File: src/rtl/load_store_unit.sv
// -----------------------------------------------------------------------------
// load_store_unit
//
// Bridges a single-issue core to a word-organised data memory. One load or
// store is accepted at a time. Byte and half-word stores are lane-replicated
// and qualified with byte enables. Load data is extracted from the addressed
// lane and sign- or zero-extended. Misaligned or illegal accesses complete
// with an error pulse and never reach the memory.
//
// Ports
//   clk_i        : clock, rising edge
//   rst_i        : synchronous active-high reset
//   valid_i      : core requests a load/store this cycle
//   ready_o      : unit idle, can accept valid_i
//   we_i         : 1 = store, 0 = load
//   funct3_i     : access size/sign (instruction bits [14:12])
//   addr_i       : byte address
//   wdata_i      : store data
//   rdata_o      : extended load result, held until the next successful load
//   done_o       : one-cycle completion pulse
//   err_o        : one-cycle pulse for misaligned or illegal access
//   stall_o      : core must hold PC / write-back
//   mem_req_o    : memory request
//   mem_we_o     : memory write
//   mem_addr_o   : word address (addr_i[MEM_AW+1:2])
//   mem_be_o     : byte enables
//   mem_wdata_o  : lane-aligned write data
//   mem_gnt_i    : memory accepted request
//   mem_rvalid_i : read data valid
//   mem_rdata_i  : read word
// -----------------------------------------------------------------------------
module load_store_unit #(
    parameter int MEM_AW = 10
) (
    input  logic              clk_i,
    input  logic              rst_i,
    input  logic              valid_i,
    output logic              ready_o,
    input  logic              we_i,
    input  logic [2:0]        funct3_i,
    input  logic [31:0]       addr_i,
    input  logic [31:0]       wdata_i,
    output logic [31:0]       rdata_o,
    output logic              done_o,
    output logic              err_o,
    output logic              stall_o,
    output logic              mem_req_o,
    output logic              mem_we_o,
    output logic [MEM_AW-1:0] mem_addr_o,
    output logic [3:0]        mem_be_o,
    output logic [31:0]       mem_wdata_o,
    input  logic              mem_gnt_i,
    input  logic              mem_rvalid_i,
    input  logic [31:0]       mem_rdata_i
);

    localparam logic [2:0] ST_IDLE = 3'd0;
    localparam logic [2:0] ST_REQ  = 3'd1;
    localparam logic [2:0] ST_WAIT = 3'd2;
    localparam logic [2:0] ST_DONE = 3'd3;
    localparam logic [2:0] ST_ERR  = 3'd4;

    // Legal size/sign codes; alignment must match the access size.
    function automatic logic access_legal(input logic we, input logic [2:0] f3,
                                          input logic [1:0] off);
        logic ok;
        case (f3)
            3'b000:  ok = 1'b1;
            3'b001:  ok = (off[0] == 1'b0);
            3'b010:  ok = (off == 2'b00);
            3'b100:  ok = !we;
            3'b101:  ok = !we && (off[0] == 1'b0);
            default: ok = 1'b0;
        endcase
        return ok;
    endfunction

    // Byte enables; funct3[1:0] encodes the size for both signed and unsigned forms.
    function automatic logic [3:0] byte_enables(input logic [2:0] f3, input logic [1:0] off);
        logic [3:0] be;
        case (f3[1:0])
            2'b00:   be = 4'b0001 << off;
            2'b01:   be = off[1] ? 4'b1100 : 4'b0011;
            2'b10:   be = 4'b1111;
            default: be = 4'b0000;
        endcase
        return be;
    endfunction

    // Replicate narrow store data across all lanes so the byte enables pick it.
    function automatic logic [31:0] lane_wdata(input logic [2:0] f3, input logic [31:0] wd);
        logic [31:0] res;
        case (f3[1:0])
            2'b00:   res = {4{wd[7:0]}};
            2'b01:   res = {2{wd[15:0]}};
            default: res = wd;
        endcase
        return res;
    endfunction

    // Shift the addressed lane down to bit 0, then extend it to 32 bits.
    function automatic logic [31:0] load_extend(input logic [2:0] f3, input logic [1:0] off,
                                                input logic [31:0] word);
        logic [31:0] lane;
        logic [31:0] res;
        lane = word >> {off, 3'b000};
        case (f3)
            3'b000:  res = {{24{lane[7]}}, lane[7:0]};
            3'b001:  res = {{16{lane[15]}}, lane[15:0]};
            3'b100:  res = {24'h000000, lane[7:0]};
            3'b101:  res = {16'h0000, lane[15:0]};
            3'b010:  res = word;
            default: res = word;
        endcase
        return res;
    endfunction

    logic [2:0]        state_r;
    logic [2:0]        state_nxt_s;
    logic              we_r;
    logic [2:0]        funct3_r;
    logic [1:0]        off_r;
    logic [MEM_AW-1:0] mem_addr_r;
    logic [3:0]        mem_be_r;
    logic [31:0]       mem_wdata_r;
    logic [31:0]       rdata_r;
    logic              legal_s;
    logic              unused_s;

    // Address bits above the memory window are dropped so the word address wraps.
    assign unused_s = ^addr_i[31:MEM_AW+2];

    assign legal_s = access_legal(we_i, funct3_i, addr_i[1:0]);

    // Next-state logic.
    always_comb begin
        state_nxt_s = state_r;
        case (state_r)
            ST_IDLE: begin
                if (valid_i) begin
                    if (legal_s) begin
                        state_nxt_s = ST_REQ;
                    end else begin
                        state_nxt_s = ST_ERR;
                    end
                end else begin
                    state_nxt_s = ST_IDLE;
                end
            end
            ST_REQ: begin
                if (mem_gnt_i) begin
                    if (we_r) begin
                        state_nxt_s = ST_DONE;
                    end else begin
                        state_nxt_s = ST_WAIT;
                    end
                end else begin
                    state_nxt_s = ST_REQ;
                end
            end
            ST_WAIT: begin
                if (mem_rvalid_i) begin
                    state_nxt_s = ST_DONE;
                end else begin
                    state_nxt_s = ST_WAIT;
                end
            end
            ST_DONE: state_nxt_s = ST_IDLE;
            ST_ERR:  state_nxt_s = ST_IDLE;
            default: state_nxt_s = ST_IDLE;
        endcase
    end

    // State register.
    always_ff @(posedge clk_i) begin
        if (rst_i) begin
            state_r <= ST_IDLE;
        end else begin
            state_r <= state_nxt_s;
        end
    end

    // Capture the request and precompute memory-side fields when accepted in IDLE.
    always_ff @(posedge clk_i) begin
        if (rst_i) begin
            we_r        <= 1'b0;
            funct3_r    <= 3'b000;
            off_r       <= 2'b00;
            mem_addr_r  <= '0;
            mem_be_r    <= 4'b0000;
            mem_wdata_r <= 32'h0000_0000;
        end else if ((state_r == ST_IDLE) && valid_i) begin
            we_r        <= we_i;
            funct3_r    <= funct3_i;
            off_r       <= addr_i[1:0];
            mem_addr_r  <= addr_i[MEM_AW+1:2];
            mem_be_r    <= byte_enables(funct3_i, addr_i[1:0]);
            mem_wdata_r <= lane_wdata(funct3_i, wdata_i);
        end
    end

    // Load result register; only updated by read data returning in WAIT.
    always_ff @(posedge clk_i) begin
        if (rst_i) begin
            rdata_r <= 32'h0000_0000;
        end else if ((state_r == ST_WAIT) && mem_rvalid_i) begin
            rdata_r <= load_extend(funct3_r, off_r, mem_rdata_i);
        end
    end

    assign ready_o     = (state_r == ST_IDLE);
    assign done_o      = (state_r == ST_DONE) || (state_r == ST_ERR);
    assign err_o       = (state_r == ST_ERR);
    assign stall_o     = ((state_r == ST_IDLE) && valid_i) ||
                         (state_r == ST_REQ) || (state_r == ST_WAIT);
    assign mem_req_o   = (state_r == ST_REQ);
    assign mem_we_o    = (state_r == ST_REQ) && we_r;
    assign mem_addr_o  = mem_addr_r;
    assign mem_be_o    = mem_be_r;
    assign mem_wdata_o = mem_wdata_r;
    assign rdata_o     = rdata_r;

endmodule

File: config.mk
export PLATFORM = sky130hd
export DESIGN_NAME = load_store_unit
export DESIGN_NICKNAME = d
export VERILOG_FILES = /design/src/rtl/load_store_unit.sv
export SDC_FILE = /design/constraint.sdc
export NUM_CORES = 1
export LEC_CHECK = 0
export ABC_AREA = 1
export CORE_UTILIZATION = 42
export DETAILED_ROUTE_END_ITERATION = 6
export PLACE_DENSITY = 0.8
export SETUP_SLACK_MARGIN = 0.3
export SYNTH_ARGS = -nofsm -noshare
export SYNTH_HDL_FRONTEND = slang
export SYNTH_SLANG_ARGS = --single-unit
File: constraint.sdc
create_clock -name clk_i -period 1.68 [get_ports clk_i]
set_input_delay 0.336 -clock clk_i [delete_from_list [all_inputs] [get_ports clk_i]]
set_output_delay 0.336 -clock clk_i [all_outputs]
set_load 0.1 [all_outputs]
# == Word level (Yosys, flattened, before mapping) ==
# Index checks and enable logic that the tools add are counted.
# word_totals
elab_cells,48
out_inout_bits,84
in_bits,105
regBits,87
# classes
n_eq_ne,13
muxes,11
reduce_logical,13
n_bitwise,1
shift,2
# ops
operator,count
$pmux W32 S4,1
$pmux W32 S2,1
$shr A32 B5 Y16,1
$eq A3 B3 Y1 const B,5
$pmux W4 S3,1
$eq A3 B1 Y1 const B,3
$eq A3 B2 Y1 const B,3
$logic_not A3 Y1,3
$mux W3,3
$pmux W3 S3,1
$pmux W1 S5,1
$logic_and A1 B1 Y1,4
$logic_not A2 Y1,2
$mux W4,1
$shl A1 B2 Y4 const A,1
$logic_or A1 B1 Y1,3
$eq A2 B1 Y1 const B,1
$eq A2 B2 Y1 const B,1
$mux W1,2
$logic_not A1 Y1,1
$not A1 Y1,1

# == Logic depth before layout (Yosys ltp) ==
# Gate-level depths: netlist of the first run.
# depth
ltp_word,6
depth_mapped,10
ltp_nobuf,8

# == Worst setup path after synthesis of the first run ==
# OpenSTA, ideal clock, no wires.
# synth_timing
path_type,flip-flop to output port
start,reg state_r[2]
end,out mem_we_o
required_time_ps,1344
path_buffers,0
stages_incl_launch_ff,6
slack_ps,-1875
arrival_ps,3219
cell_sequence,dfxtp_1 -> inv_1 -> nand2_1 -> nor2_1 -> inv_1 -> nor2_1
# synth_between
elab_chain_len,2
# synth_lines
element,line_no,source
start: declaration,118,logic [2:0] state_r;
start signal: assignment,179,state_r <= state_nxt_s;
$eq A3 B1 Y1,n/a,
named net mem_req_o,47,"output logic mem_req_o,"
$logic_and A1 B1 Y1,217,assign mem_we_o = (state_r == ST_REQ) && we_r;
end: declaration,48,"output logic mem_we_o,"
# The timed path passes the listed nets, and every way through them passes these cells.

# == Worst setup path in the final report of the first run ==
# layout_timing
start,reg state_r[2]
end,out stall_o
# layout_between
elab_chain_len,4
word_cells_on_any_way,6
cone_classes,eq/ne (2); reduce/logical (4)
# layout_lines
element,line_no,source
$logic_not A3 Y1,214,assign stall_o = ((state_r == ST_IDLE) && valid_i) ||
$logic_and A1 B1 Y1,214,
$logic_or A1 B1 Y1,214,
$logic_or A1 B1 Y1 (*),215,(state_r == ST_REQ) || (state_r == ST_WAIT);
end: declaration,46,"output logic stall_o,"
# Every way passes the cells marked *; elsewhere a longest branch is shown, timed or not.

==> results.json, run 1 <==
{
  "outcome": "complete, but fails checks",
  "violations": "setup timing",
  "dieHeight_um": 103,
  "startpoint_type": "flip-flop",
  "p_leak_uw": 0.00308,
  "r2r_start": "state_r[2]$_SDFF_PP0_",
  "grt_pass1_vias": 4782,
  "cp.arrival_ns": 1.36,
  "synth-seq-cells": 87,
  "wirelength_um": 14600,
  "synth_top_area_share_pct": 40.7,
  "coreArea_um2": 9820,
  "place_hpwl_um": 10200,
  "yosysTopAreaCell": "dfxtp_1",
  "clk_pin_slew_worst_paths_ns": 0.08,
  "gr-usage-all-layers_pct": 27.8,
  "grt_max_degree": 34,
  "yosys_warnings": 0,
  "root_buffer": "clkbuf_8",
  "wl_per_cell_um": 16.0,
  "ys_types": 31,
  "timing.rr.end": "rdata_o[7]$_SDFFE_PP0P_",
  "grt_pass1_wl_um": 22800,
  "max_freq_mhz": 589,
  "post-route-period-util_pct": 101,
  "async_flop_share_pct": 0,
  "hp-class": "flip-flop to flip-flop",
  "cp-end-kind": "output port",
  "drive_gt1_share_pct": 27.2,
  "filler_cell_count": 704,
  "hold_viol": 0,
  "cts_buffer_depth": 2,
  "multi_input_area_um2": 2210,
  "tritoncts": "built",
  "ir_worst_vdd_mv": 0.592,
  "diodes": 0,
  "cts_hold_buf": 0,
  "dieWidth_um": 103,
  "row_count": 36,
  "drc": 0,
  "worst_slew_pin_slew_ns": 0.340,
  "skew_ns": 0.00851,
  "io_buffers": 168,
  "dpl_worst_slack_ns": -0.150,
  "rsz0062_at_grt": "yes",
  "ctsHtreeMaxLevel": 3,
  "syn-num-nets": 708,
  "hold_end": "mem_wdata_o[3]$_SDFFE_PP0P_",
  "cp.required_ns": 1.34,
  "ios": 189,
  "dr.pass1.iters": 5,
  "yosys-top-cells-count": "153 x nand2_1, 87 x dfxtp_1, 83 x o21ai_0, 77 x a21oi_1, 41 x inv_1",
  "synth_cells": 603,
  "overflow": 0,
  "start_util_pct": 43.6,
  "syn_to_final_growth_pct": 74.9,
  "fp.dieArea_um2": 10600,
  "clkLatencyLatePin_ns": 0.36,
  "worst-r2r-setup-slack_ns": 0.13,
  "min_path_cells": 2,
  "regArea_um2": 1780,
  "yosysMostFrequentCell": "nand2_1",
  "syn-cell-area_um2": 4280,
  "numCtsBuffers": 9,
  "min_from": "mem_wdata_o[3]$_SDFFE_PP0P_",
  "antenna_found_initial": 0,
  "syn_area_per_cell_um2": 7.10,
  "crit_type": "flip-flop to output port",
  "synth_area_leaders": "dfxtp_1 41%, nand2_1 13%, o21ai_0 9.7%",
  "max_slew_margin_pct": 77.3,
  "setup_slack_ns": -0.0175,
  "period_needed_ns": 1.70,
  "antenna_left": 0,
  "synth-edff-count": 0,
  "final_nets": 882,
  "setup_viol": 3,
  "yosysSeqAreaShare_pct": 40.7,
  "globalplace.congestion": 0.858,
  "synth_ff_type": "dfxtp_1",
  "vias": 4898,
  "drt-initial-drc-count": 197,
  "total_power_uw": 6330,
  "maxCapViolCount": 0,
  "reg2reg_depth": 9,
  "viasPerCell": 5.36,
  "power_density_nw_per_um2": 845,
  "drv_slew": 0,
  "crit_path_max_fanout": 2,
  "cts.sinks": 87
}
## stage by stage
| stage | std cells | hold WS [ns] | setup TNS [ns] | instance area [um2] | util, % |
|---|---|---|---|---|---|
| after floorplan | 603 | 0.479 | -0.526 | 4360 | - |
| final | 913 | 0.508 | -0.0233 | 7490 | 76.3 |
| after global placement | 884 | 0.491 | -0.792 | 7010 | 71.4 |
| after detailed placement | 884 | 0.495 | -2.32 | 7010 | 71.4 |
| after global routing | 913 | 0.528 | -0.218 | 7490 | 76.3 |
| after CTS | 909 | 0.509 | 0 | 7400 | 75.3 |
## cell families (layout without fill, tap and decap cells)
| kind of cell | count (synthesis) | count (layout) | synth area share (%) |
|---|---|---|---|
| buffers and inverters | 89 | 266 | 9.96 |
| AND/OR/NAND/NOR | 228 | 228 | 23.7 |
| flip-flops | 87 | 87 | 40.7 |
| AO/OA/AOI/OAI | 199 | 199 | 25.7 |
## worst max-delay path, stage by stage, from the launching register on
cell and delay [ns]:
dfxtp_4 0.37, inv_4 0.06, nand2_4 0.06, nor2_4 0.11
inv_2 0.07, nand2_2 0.08, inv_4 0.05, nand2_8 0.05
buf_12 0.16
## repair_timing
| action | in CTS | in global routing |
|---|---|---|
| pin swaps | 6 | 7 |
| buffers inserted | 9 | 3 |
| endpoints found under the setup margin | 69 | 91 |
| hold endpoints to repair | 0 | 0 |
| resized for setup | 27 | 18 |
| gates cloned | 2 | 1 |
## where the power goes
group          internal, uW  total, uW  switching, uW
logic                   946       2530           1580
clock network           708       1460            751
registers              2190       2340            149
total                  3850       6330           2480
## final cells by class
cell class / instances / share of cell area, %
repair buffers: 205 / 39.4
multi-input cells: 427 / 29.5
flip-flops and latches: 87 / 23.7
inverters: 47 / 2.62
well taps: 133 / 2.22
clock buffers: 10 / 1.84
clock inverters: 4 / 0.635
## state kept, by name (all words and copies together), names as in the netlist
| name | cells |
|---|---|
| we_r | 1 |
| mem_be_o | 4 |
| off_r | 2 |
| mem_addr_o | 10 |
| mem_wdata_o | 32 |
| state_r | 3 |
| funct3_r | 3 |
| rdata_o | 32 |
## worst max-delay path by stage
stage          depth (start not counted)                  start  slack [ns]                           end
4_1_cts                                8  state_r[2]$_SDFF_PP0_       0.002                       stall_o
3_5_place_dp                           6            funct3_i[1]       -0.15  mem_wdata_o[29]$_SDFFE_PP0P_
2_1_floorplan                          5  state_r[2]$_SDFF_PP0_       -0.26                      mem_we_o
5_1_grt                                8  state_r[2]$_SDFF_PP0_       -0.08                       stall_o
6_report                               8  state_r[2]$_SDFF_PP0_       -0.02                       stall_o
3_3_place_gp                           6            funct3_i[1]       -0.07      mem_be_o[0]$_SDFFE_PP0P_
## metal layers
metal | global-route usage (%) | vias up | share of wire [%]
met5 | 0 | - | 0
met4 | 7.48 | 0 | 1.2
met3 | 11.0 | 15 | 10
met2 | 49.2 | 219 | 51
met1 | 31.0 | 2315 | 37
li1 | - | 2349 | -
## cells in the final DEF, fill, tap and decap left out, drive strengths merged
master         instances
nand2                158
buf                  120
o21ai                 94
dfxtp                 87
clkdlybuf4s50         84
a21oi                 77
nand3                 44
inv                   44
o21bai                16
nor2                  14
clkbuf                11
a31oi                  9
or2                    8
clkinv                 4
nor3                   4
clkinvlp               2
a211oi                 2
o22ai                  1
bufinv                 1
No activity file was read; power rests on OpenSTA's default activity.
==> run 2, diff against run 1 <==
Settings changed: CTS_CLUSTER_SIZE set to 10.
Clock period 1.68 ns to 1.7 ns, I/O delays scaled along.
==> run 2 against run 1 <==
Net effect:
- the flow still finishes with violations (setup timing)
- worst setup slack lost 0.042 ns
- largest power group unchanged
- register-to-register slack lost 0.05 ns
- sequential cell count stayed put
- wire length grew 17%
- clock-buffer cell count is the same
- non-clock buffer count rose by 8
- worst hold slack lost 0.064 ns
- critical path type unchanged
- largest cell class unchanged
- via count rose by 5.1%
- combinational power grew 5%
==> results.json, run 2 (synthesis gave the netlist of run 1 again) <==
{
  "filler_cell_count": 582,
  "worst_slew_pin_slew_ns": 0.451,
  "maxCapViolCount": 0,
  "crit_type": "flip-flop to output port",
  "dpl_worst_slack_ns": -0.191,
  "cts_buffer_depth": 2,
  "fin_setup_tns_ns": -0.0998,
  "drv_slew": 0,
  "final_cell_mix": "132 x nand2_1, 87 x buf_12, 83 x clkdlybuf4s50_1",
  "setup_viol": 2,
  "overflow": 0,
  "wirelength_um": 17000,
  "cp-startpoint": "state_r[2]$_SDFF_PP0_",
  "r2r_start": "state_r[0]$_SDFF_PP0_",
  "hold_ws_ns": 0.444,
  "grt_pass1_wl_um": 23500,
  "post-route-period-util_pct": 103,
  "numCtsBuffers": 9,
  "dr.pass1.iters": 5,
  "fin_area_um2": 7980,
  "coreArea_um2": 9820,
  "p_comb_share_pct": 39.4,
  "io_buffers": 168,
  "max_freq_mhz": 568,
  "drive_gt1_share_pct": 34.5,
  "startpoint_type": "flip-flop",
  "rsz0062_at_grt": "yes",
  "fp.dieArea_um2": 10600,
  "cp.arrival_ns": 1.42,
  "diodes": 0,
  "syn_to_final_growth_pct": 86.3,
  "p_leak_uw": 0.00321,
  "skew_ns": 0.0129,
  "gr-usage-all-layers_pct": 28.8,
  "placed_area_um2": 6990,
  "cp-end-kind": "output port",
  "setup_slack_ns": -0.0594,
  "place_hpwl_um": 10900,
  "final_common_cell": "nand2_1",
  "antenna_found_initial": 0,
  "min_from": "funct3_i[0]",
  "p_sw_uw": 2630,
  "clkLatencyLatePin_ns": 0.36,
  "tritoncts": "built",
  "cp.required_ns": 1.36,
  "wl_per_cell_um": 18.4,
  "vias": 5150,
  "drt-initial-drc-count": 254,
  "drc": 0,
  "hold_viol": 0,
  "final_nets": 893,
  "p_sw_share_pct": 39.1,
  "period_needed_ns": 1.76,
  "ctsHtreeMaxLevel": 3,
  "dieWidth_um": 103,
  "met3_length_um": 1770,
  "hp-class": "primary input to flip-flop",
  "row_count": 36,
  "p_clk_share_pct": 26.0,
  "internal_power_uw": 4100,
  "globalplace.congestion": 0.863,
  "outcome": "complete, but fails checks",
  "ios": 189,
  "routed.top_layer": "met4",
  "clk_pin_slew_worst_paths_ns": 0.09,
  "power_density_nw_per_um2": 844,
  "wirelength_met1_um": 6090,
  "root_buffer": "clkbuf_8",
  "dieHeight_um": 103,
  "crit_path_max_fanout": 2,
  "viasPerCell": 5.57,
  "start_util_pct": 43.6,
  "pwr-share-seq_pct": 34.6,
  "grt_pass1_vias": 4987,
  "cts_hold_buf": 0,
  "max_slew_margin_pct": 69.8,
  "antenna_left": 0,
  "violations": "setup timing",
  "cts.sinks": 87,
  "grt_max_degree": 46,
  "ir_worst_vdd_mv": 0.647,
  "wl_met2_um": 8550
}
==> run 2: routing by layer <==
| metal | up-vias | track usage [%] |
|---|---|---|
| met2 | 300 | 51.1 |
| met5 | - | 0 |
| met4 | 0 | 14.1 |
| met3 | 50 | 9.42 |
| li1 | 2382 | - |
| met1 | 2418 | 30.8 |
==> run 2: area by class of cell <==
cell class / instances / area [um2] / area share (%)
timing repair buffer: 213 / 3030 / 37.9
inverter: 47 / 196 / 2.46
clock inverter: 5 / 106 / 1.33
timing repair inverter: 1 / 5.00 / 0.0627
clock buffer: 10 / 128 / 1.60
multi-input combinational: 429 / 2570 / 32.3
tap: 133 / 166 / 2.09
sequential: 87 / 1770 / 22.2
==> run 2: path summary, 6_finish.rpt <==
path	to	slack [ns]	cells after the start
worst max-delay path	stall_o	-0.06	8
worst min-delay path	funct3_r[0]$_SDFFE_PP0P_	0.44	3
worst max register to register	rdata_o[20]$_SDFFE_PP0P_	0.08	9
worst min register to register	mem_wdata_o[3]$_SDFFE_PP0P_	0.51	2
==> run 2: through the flow <==
step	util [%]	std cells	total power, uW
3_3_place_gp	71.2	886	4740
2_1_floorplan	-	603	3830
4_1_cts	74.5	904	6560
6_report	81.2	925	6730
3_5_place_dp	71.2	886	4790
5_1_grt	81.2	925	6970
==> run 2: power groups by stage <==
stage               clock [uW]  combinational (uW)  sequential, uW
detailed placement           0                2430            2360
global route              1850                2780            2340
floorplan                    0                 773            3050
global placement             0                2390            2350
finish                    1750                2650            2330
CTS                       1770                2480            2310
==> run 2: timing repair <==
item,in CTS,in global routing
cloned,0,9
setup buffers,3,12
pin swaps,4,41
resized for setup,21,137
endpoints found under the setup margin,71,81
==> run 2: critical path, cell delays in order, from the launching register on <==
cell,delay (ns)
dfxtp_4,0.37
inv_4,0.07
nand2_4,0.06
nor2_4,0.14
inv_2,0.07
nand2_2,0.08
inv_4,0.05
nand2_8,0.05
buf_12,0.16
